$ cat src/rtl/tlc_pkg.sv
// tlc_pkg: shared types, limits and round-robin phase selection for the traffic-light sequencer.
package tlc_pkg;

  localparam int MAX_PHASES  = 8;
  localparam int MAX_SECONDS = 99;

  typedef enum logic [1:0] {ALLRED, GREEN, YELLOW, FLASH} tlc_state_e;

  typedef logic [MAX_PHASES-1:0] lamp_t;

  // First pending phase after cur (cyclic over n phases); cur itself if none is pending.
  // Scanning from the farthest candidate down lets the nearest one overwrite the result.
  function automatic logic [2:0] next_phase(lamp_t pend, logic [2:0] cur, int n);
    next_phase = cur;
    for (int i = MAX_PHASES; i >= 1; i--)
      if (i <= n && pend[3'((int'(cur) + i) % n)]) next_phase = 3'((int'(cur) + i) % n);
  endfunction

endpackage

$ cat src/rtl/tlc_tick_gen.sv
// tlc_tick_gen: 1 s tick prescaler.
//   clk, rst (async, active-low) ; en_i freezes the count when low ; clr_i restarts it at 0
//   tick_o: one-clk pulse on the last count of each TICK_DIV period
module tlc_tick_gen #(
  parameter int TICK_DIV = 50_000_000
) (
  input  logic clk,
  input  logic rst,
  input  logic en_i,
  input  logic clr_i,
  output logic tick_o
);
  localparam int CW = TICK_DIV > 1 ? $clog2(TICK_DIV) : 1;
  logic [CW-1:0] cnt_q, cnt_d;
  logic wrap;
  assign wrap   = cnt_q == CW'(TICK_DIV - 1);
  assign tick_o = en_i & ~clr_i & wrap;
  assign cnt_d  = clr_i ? '0 : !en_i ? cnt_q : wrap ? '0 : cnt_q + CW'(1);
  always_ff @(posedge clk or negedge rst)
    if (!rst) cnt_q <= '0;
    else      cnt_q <= cnt_d;
endmodule

$ cat src/rtl/tlc_phase_ctrl.sv
// tlc_phase_ctrl: N-phase round-robin traffic-light sequencer with demand skipping.
//   clk, rst (async, active-low)
//   car_req/ped_req: per-phase demand levels ; peak: long green at next green entry
//   hold: freeze timing and lamps ; online=0: flashing-yellow mode
//   red/yellow/green/ped_walk: registered per-phase lamps
//   cur_phase: served phase ; countdown: seconds left in the current state
//   Build option TLC_PED_WALK_EN enables pedestrian demand and walk lamps.
module tlc_phase_ctrl
  import tlc_pkg::*;
#(
  parameter int NUM_PHASES   = 2,
  parameter int TICK_DIV     = 50_000_000,
  parameter int GREEN_T      = 25,
  parameter int PEAK_GREEN_T = 40,
  parameter int YELLOW_T     = 3,
  parameter int ALLRED_T     = 2
) (
  input  logic                  clk,
  input  logic                  rst,
  input  logic [NUM_PHASES-1:0] car_req,
  input  logic [NUM_PHASES-1:0] ped_req,
  input  logic                  peak,
  input  logic                  hold,
  input  logic                  online,
  output logic [NUM_PHASES-1:0] red,
  output logic [NUM_PHASES-1:0] yellow,
  output logic [NUM_PHASES-1:0] green,
  output logic [NUM_PHASES-1:0] ped_walk,
  output logic [2:0]            cur_phase,
  output logic [6:0]            countdown
);
  if (NUM_PHASES < 2 || NUM_PHASES > MAX_PHASES ||
      GREEN_T < 1 || GREEN_T > MAX_SECONDS || PEAK_GREEN_T < 1 || PEAK_GREEN_T > MAX_SECONDS ||
      YELLOW_T < 1 || YELLOW_T > MAX_SECONDS || ALLRED_T < 1 || ALLRED_T > MAX_SECONDS) begin : g_bad_param
    $error("tlc_phase_ctrl: parameter out of range");
  end
  tlc_state_e state_q, state_d;
  logic [2:0] phase_q, phase_d;
  logic [6:0] cnt_q, cnt_d;
  logic [NUM_PHASES-1:0] pend_q, pend_d, ped_pend_q, ped_pend_d, ped_eff, sel;
  logic [NUM_PHASES-1:0] red_q, red_d, yellow_q, yellow_d, green_q, green_d, walk_q, walk_d;
  logic tick, mode_chg, green_entry;
`ifdef TLC_PED_WALK_EN
  assign ped_eff = ped_req;
`else
  assign ped_eff = ped_req & {NUM_PHASES{1'b0}};
`endif
  // Any flash entry/exit restarts the prescaler so flashing and the first ALLRED are full-length.
  assign mode_chg = online ^ (state_q != FLASH);
  tlc_tick_gen #(.TICK_DIV(TICK_DIV)) u_tick (
    .clk    (clk),
    .rst    (rst),
    .en_i   (~online | ~hold),
    .clr_i  (mode_chg),
    .tick_o (tick)
  );
  always_ff @(posedge clk or negedge rst)
    if (!rst) begin
      state_q    <= ALLRED;
      phase_q    <= '0;
      cnt_q      <= 7'(ALLRED_T);
      pend_q     <= '0;
      ped_pend_q <= '0;
      red_q      <= '1;
      yellow_q   <= '0;
      green_q    <= '0;
      walk_q     <= '0;
    end else begin
      state_q    <= state_d;
      phase_q    <= phase_d;
      cnt_q      <= cnt_d;
      pend_q     <= pend_d;
      ped_pend_q <= ped_pend_d;
      red_q      <= red_d;
      yellow_q   <= yellow_d;
      green_q    <= green_d;
      walk_q     <= walk_d;
    end
  always_comb begin
    state_d = state_q;
    phase_d = phase_q;
    cnt_d   = cnt_q;
    if (!online) begin
      state_d = FLASH;
      cnt_d   = '0;
    end else if (state_q == FLASH) begin
      state_d = ALLRED;
      phase_d = '0;
      cnt_d   = 7'(ALLRED_T);
    end else if (tick && cnt_q != 7'd1) begin
      cnt_d = cnt_q - 7'd1;
    end else if (tick) begin
      state_d = state_q == GREEN ? YELLOW : state_q == YELLOW ? ALLRED : GREEN;
      cnt_d   = state_q == GREEN ? 7'(YELLOW_T) : state_q == YELLOW ? 7'(ALLRED_T) :
                peak ? 7'(PEAK_GREEN_T) : 7'(GREEN_T);
      phase_d = state_q == ALLRED ? next_phase(lamp_t'(pend_q), phase_q, NUM_PHASES) : phase_q;
    end
  end
  always_comb begin
    sel         = {{(NUM_PHASES-1){1'b0}}, 1'b1} << phase_d;
    green_entry = state_d == GREEN && state_q != GREEN;
    pend_d      = (pend_q | car_req | ped_eff) & ~(green_entry ? sel : '0);
    ped_pend_d  = (ped_pend_q | ped_eff) & ~(green_entry ? sel : '0);
    green_d     = state_d == GREEN ? sel : '0;
    yellow_d    = state_d == FLASH ? (state_q != FLASH ? '1 : tick ? ~yellow_q : yellow_q) :
                  state_d == YELLOW ? sel : '0;
    red_d       = state_d == FLASH ? '0 : ~(green_d | yellow_d);
    walk_d      = state_d != GREEN ? '0 : green_entry ? (|(ped_pend_q & sel) ? sel : '0) : walk_q;
  end
  assign red       = red_q;
  assign yellow    = yellow_q;
  assign green     = green_q;
  assign ped_walk  = walk_q;
  assign cur_phase = phase_q;
  assign countdown = cnt_q;
endmodule
$ cat config.mk
export PLATFORM = sky130hd
export DESIGN_NAME = tlc_phase_ctrl
export DESIGN_NICKNAME = d
export VERILOG_FILES = /design/src/rtl/tlc_pkg.sv /design/src/rtl/tlc_tick_gen.sv /design/src/rtl/tlc_phase_ctrl.sv
export SDC_FILE = /design/constraint.sdc
export NUM_CORES = 1
export LEC_CHECK = 0
export BUFFER_PORTS_ARGS = -buffer_cell sky130_fd_sc_hd__buf_2
export CORE_MARGIN = 4
export CORE_UTILIZATION = 45
export CTS_CLUSTER_SIZE = 16
export DETAILED_ROUTE_END_ITERATION = 8
export PLACE_DENSITY = 0.71
export SYNTH_ARGS = -nofsm -noshare
export SYNTH_HDL_FRONTEND = slang
export SYNTH_SLANG_ARGS = --single-unit
$ cat constraint.sdc
create_clock -name clk -period 3.2 [get_ports clk]
set_clock_uncertainty 0.2 [all_clocks]
set_input_delay 0.32 -clock clk [delete_from_list [all_inputs] [get_ports clk]]
set_output_delay 0.32 -clock clk [all_outputs]
set_load 0.01 [all_outputs]
# Word-level counts from Yosys, hierarchy flattened
# Index checks and enable logic that the tools add are counted.
[totals] ff_bits=50 input_bits=9 output_inout_bits=18 word_cells=91
[classes] addsub=4 n_lt_le_gt_ge=2 n_eq_ne=12 shifts=1 mux=39 bitwise=17 reduce_logical=6
[op_table] cell="$mux 26" n=3
[op_table] cell="$mux 2" n=15
[op_table] cell="$mux 7" n=4
[op_table] cell="$add 26x1->26 const B" n=1
[op_table] cell="$eq 26x26->1 const B" n=1
[op_table] cell="$mux 3" n=7
[op_table] cell="$mux 6" n=3
[op_table] cell="$lt 2x5->1 const B" n=2
[op_table] cell="$eq 2x2->1 const B" n=4
[op_table] cell="$ne 7x1->1 const B" n=1
[op_table] cell="$sub 7x1->7 const B" n=1
[op_table] cell="$and 2x2->2" n=3
[op_table] cell="$not 2->2" n=3
[op_table] cell="$mux 1" n=5
[op_table] cell="$bmux 1 s2" n=2
[op_table] cell="$eq 2x1->1 const B" n=2
[op_table] cell="$ne 2x1->1 const B" n=2
[op_table] cell="$ne 4x1->1 const B" n=1
[op_table] cell="$or 2x2->2" n=2
[op_table] cell="$reduce_bool 2->1" n=2
[op_table] cell="$not 1->1" n=3
[op_table] cell="$shl 1x3->2 const A" n=1
[op_table] cell="$add 1x1->1 const B" n=2
[op_table] cell="$and 1x1->1" n=2
[op_table] cell="other kinds (7)" n=9

# Depth between registers and ports, before layout
[depth] depth_word=18 mapped_depth=9 depth_no_buf=9

# Hierarchy
# From an unflattened synthesis, not the netlist that was laid out.
[unflattened] cells_unflattened=339 hier_area_um2=3059.2
[modules_own_cells] mod="tlc_tick_gen" instances=1 cells_per_inst=195 area_per_inst_um2=1667.8 seq_area_each_um2=650.6
[modules_own_cells] mod="tlc_phase_ctrl" instances=1 cells_per_inst=144 area_per_inst_um2=1391.3 seq_area_each_um2=604.3

# Worst setup path before layout
# Ideal clock, no wire load.
[synth_path] path_kind="flip-flop to flip-flop" from="reg state_q[0]" to="reg yellow_q[0], in the netlist yellow[0]" setup_time_ns=0.082 t_arrival_ns=2.393 required_ns=2.918 path_slack_ns=0.525 path_stages_with_launch=9 n_path_buf=1 synth_period_minus_slack_ns=2.675 path_cell_list="dfrtp_1 ha_1 nor2b_1 o2111ai_2 or3_1 buf_6 or4b_1 and3_4 o22ai_1"
[synth_between] elab_chain_len=12 elab_cells_between_ends=28 cone_classes="eq/ne (6); shift (1); mux (15); bitwise (4); reduce/logical (2)"
[synth_rtl] element="from (decl)" line="tlc_phase_ctrl.sv:37" rtl="tlc_state_e state_q, state_d;"
[synth_rtl] element="from (signal assigned)" line="tlc_phase_ctrl.sv:69" rtl="state_q <= state_d;"
[synth_rtl] element="$ne 2x2->1" line="tlc_phase_ctrl.sv:49, tlc_phase_ctrl.sv:105"
[synth_rtl] element="$xor 1x1->1" line="tlc_phase_ctrl.sv:49" rtl="assign mode_chg = online ^ (state_q != FLASH);"
[synth_rtl] element="$not 1->1" line="tlc_tick_gen.sv:17" rtl="assign tick_o = en_i & ~clr_i & wrap;"
[synth_rtl] element="$and 1x1->1 (2 in a row)" line="tlc_tick_gen.sv:17"
[synth_rtl] element="$mux 2 (tied with other cells)" line="tlc_phase_ctrl.sv:92" rtl="end else if (tick) begin"
[synth_rtl] element="$mux 2 / $mux 3 (equally long branches)" line="tlc_phase_ctrl.sv:90" rtl="end else if (tick && cnt_q != 7'd1) begin"
[synth_rtl] element="$mux 2 / $mux 3 (equally long branches)" line="tlc_phase_ctrl.sv:86" rtl="end else if (state_q == FLASH) begin"
[synth_rtl] element="$mux 2 / $mux 3 (equally long branches)" line="tlc_phase_ctrl.sv:83" rtl="if (!online) begin"
[synth_rtl] element="$eq 2x2->1 / $shl 1x3->2 (equally long branches)" line="tlc_phase_ctrl.sv:106, tlc_phase_ctrl.sv:100"
[synth_rtl] element="$mux 2" line="tlc_phase_ctrl.sv:106" rtl="state_d == YELLOW ? sel : '0;"
[synth_rtl] element="$mux 2 (*)" line="tlc_phase_ctrl.sv:105" rtl="yellow_d = state_d == FLASH ? (state_q != FLASH ? '1 : tick ? ~yellow_q : yellow_q) :"
[synth_rtl] element="via yellow_d[0]" line="tlc_phase_ctrl.sv:41" rtl="logic [NUM_PHASES-1:0] red_q, red_d, yellow_q, yellow_d, green_q, green_d, walk_q, walk_d;"
[synth_rtl] element="to (signal assigned)" line="tlc_phase_ctrl.sv:75" rtl="yellow_q <= yellow_d;"
[synth_rtl] element="to (decl)" line="tlc_phase_ctrl.sv:41"
# Mark *: on every way through the listed nets, which the timed path passes. The rest lies on a longest branch.
# A chain may end at the register's enable or synchronous reset.

# Worst setup path in the final report
[layout_path] from="reg state_q[0]" to="reg walk_q[0], in the netlist ped_walk[0]"
[layout_between] elab_chain_len=15 elab_cells_between_ends=32 cone_classes="eq/ne (7); shift (1); mux (14); bitwise (5); reduce/logical (5)"
[layout_rtl] element="$ne 2x2->1" line="tlc_phase_ctrl.sv:49"
[layout_rtl] element="$xor 1x1->1" line="tlc_phase_ctrl.sv:49"
[layout_rtl] element="$not 1->1" line="tlc_tick_gen.sv:17"
[layout_rtl] element="$and 1x1->1 (2 in a row)" line="tlc_tick_gen.sv:17"
[layout_rtl] element="$mux 3 / $logic_and 1x1->1 (equally long branches)" line="tlc_phase_ctrl.sv:92, tlc_phase_ctrl.sv:90"
[layout_rtl] element="$mux 3" line="tlc_phase_ctrl.sv:90"
[layout_rtl] element="$mux 3 (*)" line="tlc_phase_ctrl.sv:86"
[layout_rtl] element="$mux 3 (*)" line="tlc_phase_ctrl.sv:83"
[layout_rtl] element="via phase_d[0]" line="tlc_phase_ctrl.sv:38" rtl="logic [2:0] phase_q, phase_d;"
[layout_rtl] element="$shl 1x3->2 (*)" line="tlc_phase_ctrl.sv:100" rtl="sel = {{(NUM_PHASES-1){1'b0}}, 1'b1} << phase_d;"
[layout_rtl] element="$and 2x2->2" line="tlc_phase_ctrl.sv:108" rtl="walk_d = state_d != GREEN ? '0 : green_entry ? (|(ped_pend_q & sel) ? sel : '0) : walk_q;"
[layout_rtl] element="$reduce_or 2->1" line="tlc_phase_ctrl.sv:108"
[layout_rtl] element="$mux 2 (*) (3 in a row)" line="tlc_phase_ctrl.sv:108"
[layout_rtl] element="to (signal assigned)" line="tlc_phase_ctrl.sv:77" rtl="walk_q <= walk_d;"
[layout_rtl] element="to (decl)" line="tlc_phase_ctrl.sv:41"
# Mark *: on every way through the listed nets, which the timed path passes. The rest lies on a longest branch. The select of a mux whose other input is x is not followed.

==> impl_metrics.csv <==
group,metric,value,unit
cells_and_area,multi_input_area,1570,sq um
logic_synthesis,muxShareOfSynthArea,0.00684,
logic_synthesis,synth_cells,325,
clock_tree,post_cts_resized,0,
setup_path,end_kind,"flop",
placement,io_buffers,24,
power_and_ir_drop,power_density,443,nW/um^2
setup_path,crit_fanout,7,
timing,hold_viol_final,0,
power_and_ir_drop,p_leak,1.38,nW
cells_and_area,area_delta_synth_final,12.1,%
timing,setup_viol,0,
clock_tree,cts_tree,"yes",
drt,vias_per_cell,6.10,
floorplan,row_count,29,
clock_tree,cts-root-buf,"clkbuf_8",
logic_synthesis,synth-edff-count,0,
power_and_ir_drop,switching_share,0.261,
cells_and_area,drive_gt1_frac,0.154,
worst_hold_path,hold_class,"input port to flop",
clock_tree,numCtsBuffers,5,
placement,hpwl,4900,microns
power_and_ir_drop,p_int,0.00107,W
floorplan,ioPinCount,27,
drt,drt_pass1_iterations,5,
cells_and_area,mostFrequentLayoutCells,"52 x o21ai_0, 47 x dfrtp_1, 38 x nand2_1, 24 x buf_2",
drt,drt_iter0_drc,163,
drt,ant_nets,0,
setup_path,cp.arrival,2880,ps
global_routing,antenna_found_initial,0,
power_and_ir_drop,ir_worst_vdd,0.268,mV
clock_tree,cts_setup_buffers,0,
timing,fmax,352,MHz
logic_synthesis,synth_xor_area_frac,0.00898,
floorplan,start_util,0.461,
cells_and_area,fin_nets,365,
logic_synthesis,synth_fp_nets,341,
logic_synthesis,synthesis.area,2930,sq um
power_and_ir_drop,seqPwrFrac,0.464,
drt,vias,2603,
power_and_ir_drop,combPwrFrac,0.154,
logic_synthesis,synth_top_area_share,0.402,
setup_path,worstPathRequired,3230,ps
logic_synthesis,synthSimpleGateAreaFrac,0.263,
floorplan,die_x,88.6,microns
drt,drc,0,
timing,fin_crit_sh,0.889,
timing,min_period,2840,ps
job,drv_cap,0,
drt,wl,6980,microns
logic_synthesis,synthTopCellsByArea,"dfrtp_1 40%, o21ai_0 9.1%, nand2_1 4.9%, ha_1 3.0%, dfstp_2 2.7%",
global_routing,track_usage,0.191,
logic_synthesis,ys_async_sr_fraction,1.00,
cells_and_area,seqCellArea,1250,sq um
timing,holdWs,35.8,ps
cells_and_area,final_common_cell,"o21ai_0",
cells_and_area,num_antenna_cells,0,
logic_synthesis,ys.flop_type,"dfrtp_1",
drt,wire_per_inst,16.4,microns
logic_synthesis,synthAdderAreaFrac,0.0299,
logic_synthesis,postSynthAreaPerCell,9.00,sq um
global_routing,grt_pass1_vias,2527,
clock_tree,cts.sinks,50,
power_and_ir_drop,clkPwrFrac,0.382,
setup_path,cp-start-kind,"flop",
logic_synthesis,ys.warnings.count,0,
clock_tree,cts_max_path_buffers,2,
clock_tree,clk_pin_slew,90,ps
power_and_ir_drop,switchingPower,0.000378,W
placement,gp_congestion,0.785,
logic_synthesis,ys_seq_area_frac,0.429,
timing,rsz0062_at_grt,"no",
global_routing,grt_pass1_wl,12000,microns
logic_synthesis,yosys_register_bits,50,
floorplan,die-area,7860,sq um
clock_tree,hold_buffers,1,
logic_synthesis,synth_area_leader_cell,"dfrtp_1",
logic_synthesis,synth-compound-area-share,0.226,
global_routing,grt_max_degree,32,
timing,final_max_slew_viol_count,0,
logic_synthesis,synth_top_family_by_area,"simple AND/OR/NAND/NOR gates",
floorplan,core-area,6350,sq um
outcome,status,"finished, final reports clean",
floorplan,floorplan.die.height,88.6,microns
setup_path,worstSetupPathType,"flop to flop",
clock_tree,htreeDepth,2,
global_routing,gr-total-overflow,0,
timing,maxSlewHeadroom,0.463,
timing,worstMarginPinSlew,800,ps
cells_and_area,fillCellCount,565,
timing,final.setup.tns,0,ps
clock_tree,worstSkewPairLatency,300,ps
logic_synthesis,ys_types,56,
==> power groups by stage <==
stage                     clock network, W  logic, W  registers (W)
after floorplan                          0  0.000145       0.000689
after global placement                   0  0.000217       0.000685
after detailed placement                 0  0.000223       0.000686
after CTS                         0.000563  0.000225       0.000674
after global routing              0.000585  0.000252       0.000678
final                             0.000554  0.000223       0.000674
==> flip-flops by register name (all words and copies together) (netlist names) <==
name and flops:
yellow 2, ped_walk 2, u_tick.cnt_q 26, red 2, ped_pend_q 2, countdown 7
cur_phase 3, green 2, pend_q 2, state_q 2
==> through the flow <==
stage           util  cells  setup slack (ps)  cell area, sq um  power [W]
2_1_floorplan      -    325               525              2930   0.000835
3_3_place_gp   0.492    418               476              3130   0.000903
3_5_place_dp   0.492    418               381              3130   0.000909
4_1_cts        0.516    427               353              3280    0.00146
5_1_grt        0.516    427              90.9              3280    0.00152
6_report       0.516    427               356              3280    0.00145
==> final timing paths <==
kind	slack, ps	startpoint	endpoint	depth (start not counted)
max	360	state_q[0]$_DFF_PN0_	ped_walk[0]$_DFFE_PN0P_	8
min	40	car_req[0]	pend_q[0]$_DFF_PN0_	2
max reg2reg	360	state_q[0]$_DFF_PN0_	ped_walk[0]$_DFFE_PN0P_	8
min reg2reg	290	u_tick.cnt_q[25]$_DFFE_PN0P_	u_tick.cnt_q[25]$_DFFE_PN0P_	1
max in group asynchronous	1590	rst	red[0]$_DFF_PN1_	3
min in group asynchronous	390	rst	u_tick.cnt_q[8]$_DFFE_PN0P_	2
==> cells in the mapped netlist (3+ instances only) <==
cell,count
dfstp_2,3
o21ai_0,53
buf_2,4
o22ai_1,3
clkbuf_1,10
o31ai_1,8
nand2b_1,3
dfrtp_1,47
o21a_1,3
inv_1,8
and2_1,10
or3_1,4
nor2_1,9
a31oi_1,9
and3_1,4
ha_1,7
nor4_1,5
nand2_1,38
xnor2_1,3
nor2b_1,3
nor3_1,8
nand4_1,12
a21oi_1,13
nand3_1,13
==> cells by family (layout without fill, tap and decap cells) <==
kind of cell    count (synthesis)  in the layout
compound gates                109            109
xor+xnor                        3              3
fa+ha+maj                       7              7
buf+inv                        24             49
flops                          50             50
mux                             2              2
simple gates                  130            130
==> critical path, stage by stage, from the launching register on <==
cell and delay (ps):
dfrtp_1 450, ha_1 250, nor2b_1 310, o2111ai_2 190, nor4_1 350, o21ba_2 260
inv_1 140, or4b_1 480, a21oi_1 140
==> per-layer routing <==
| metal | vias up | wire length (microns) | GRT usage |
|---|---|---|---|
| met2 | 49 | 3500 | 0.335 |
| met5 | - | 0 | 0 |
| li1 | 1269 | - | - |
| met1 | 1281 | 3200 | 0.246 |
| met3 | 4 | 245 | 0.0326 |
| met4 | 0 | 29 | 0.0385 |
==> cell type report <==
cell class,count,area share
clock buffer,6,0.0252
clock inverter,2,0.0183
inverter,8,0.00916
multi-input combinational,251,0.477
sequential,50,0.383
tap,77,0.0294
timing repair buffer,33,0.0580
(Power assumes the default switching activity.)
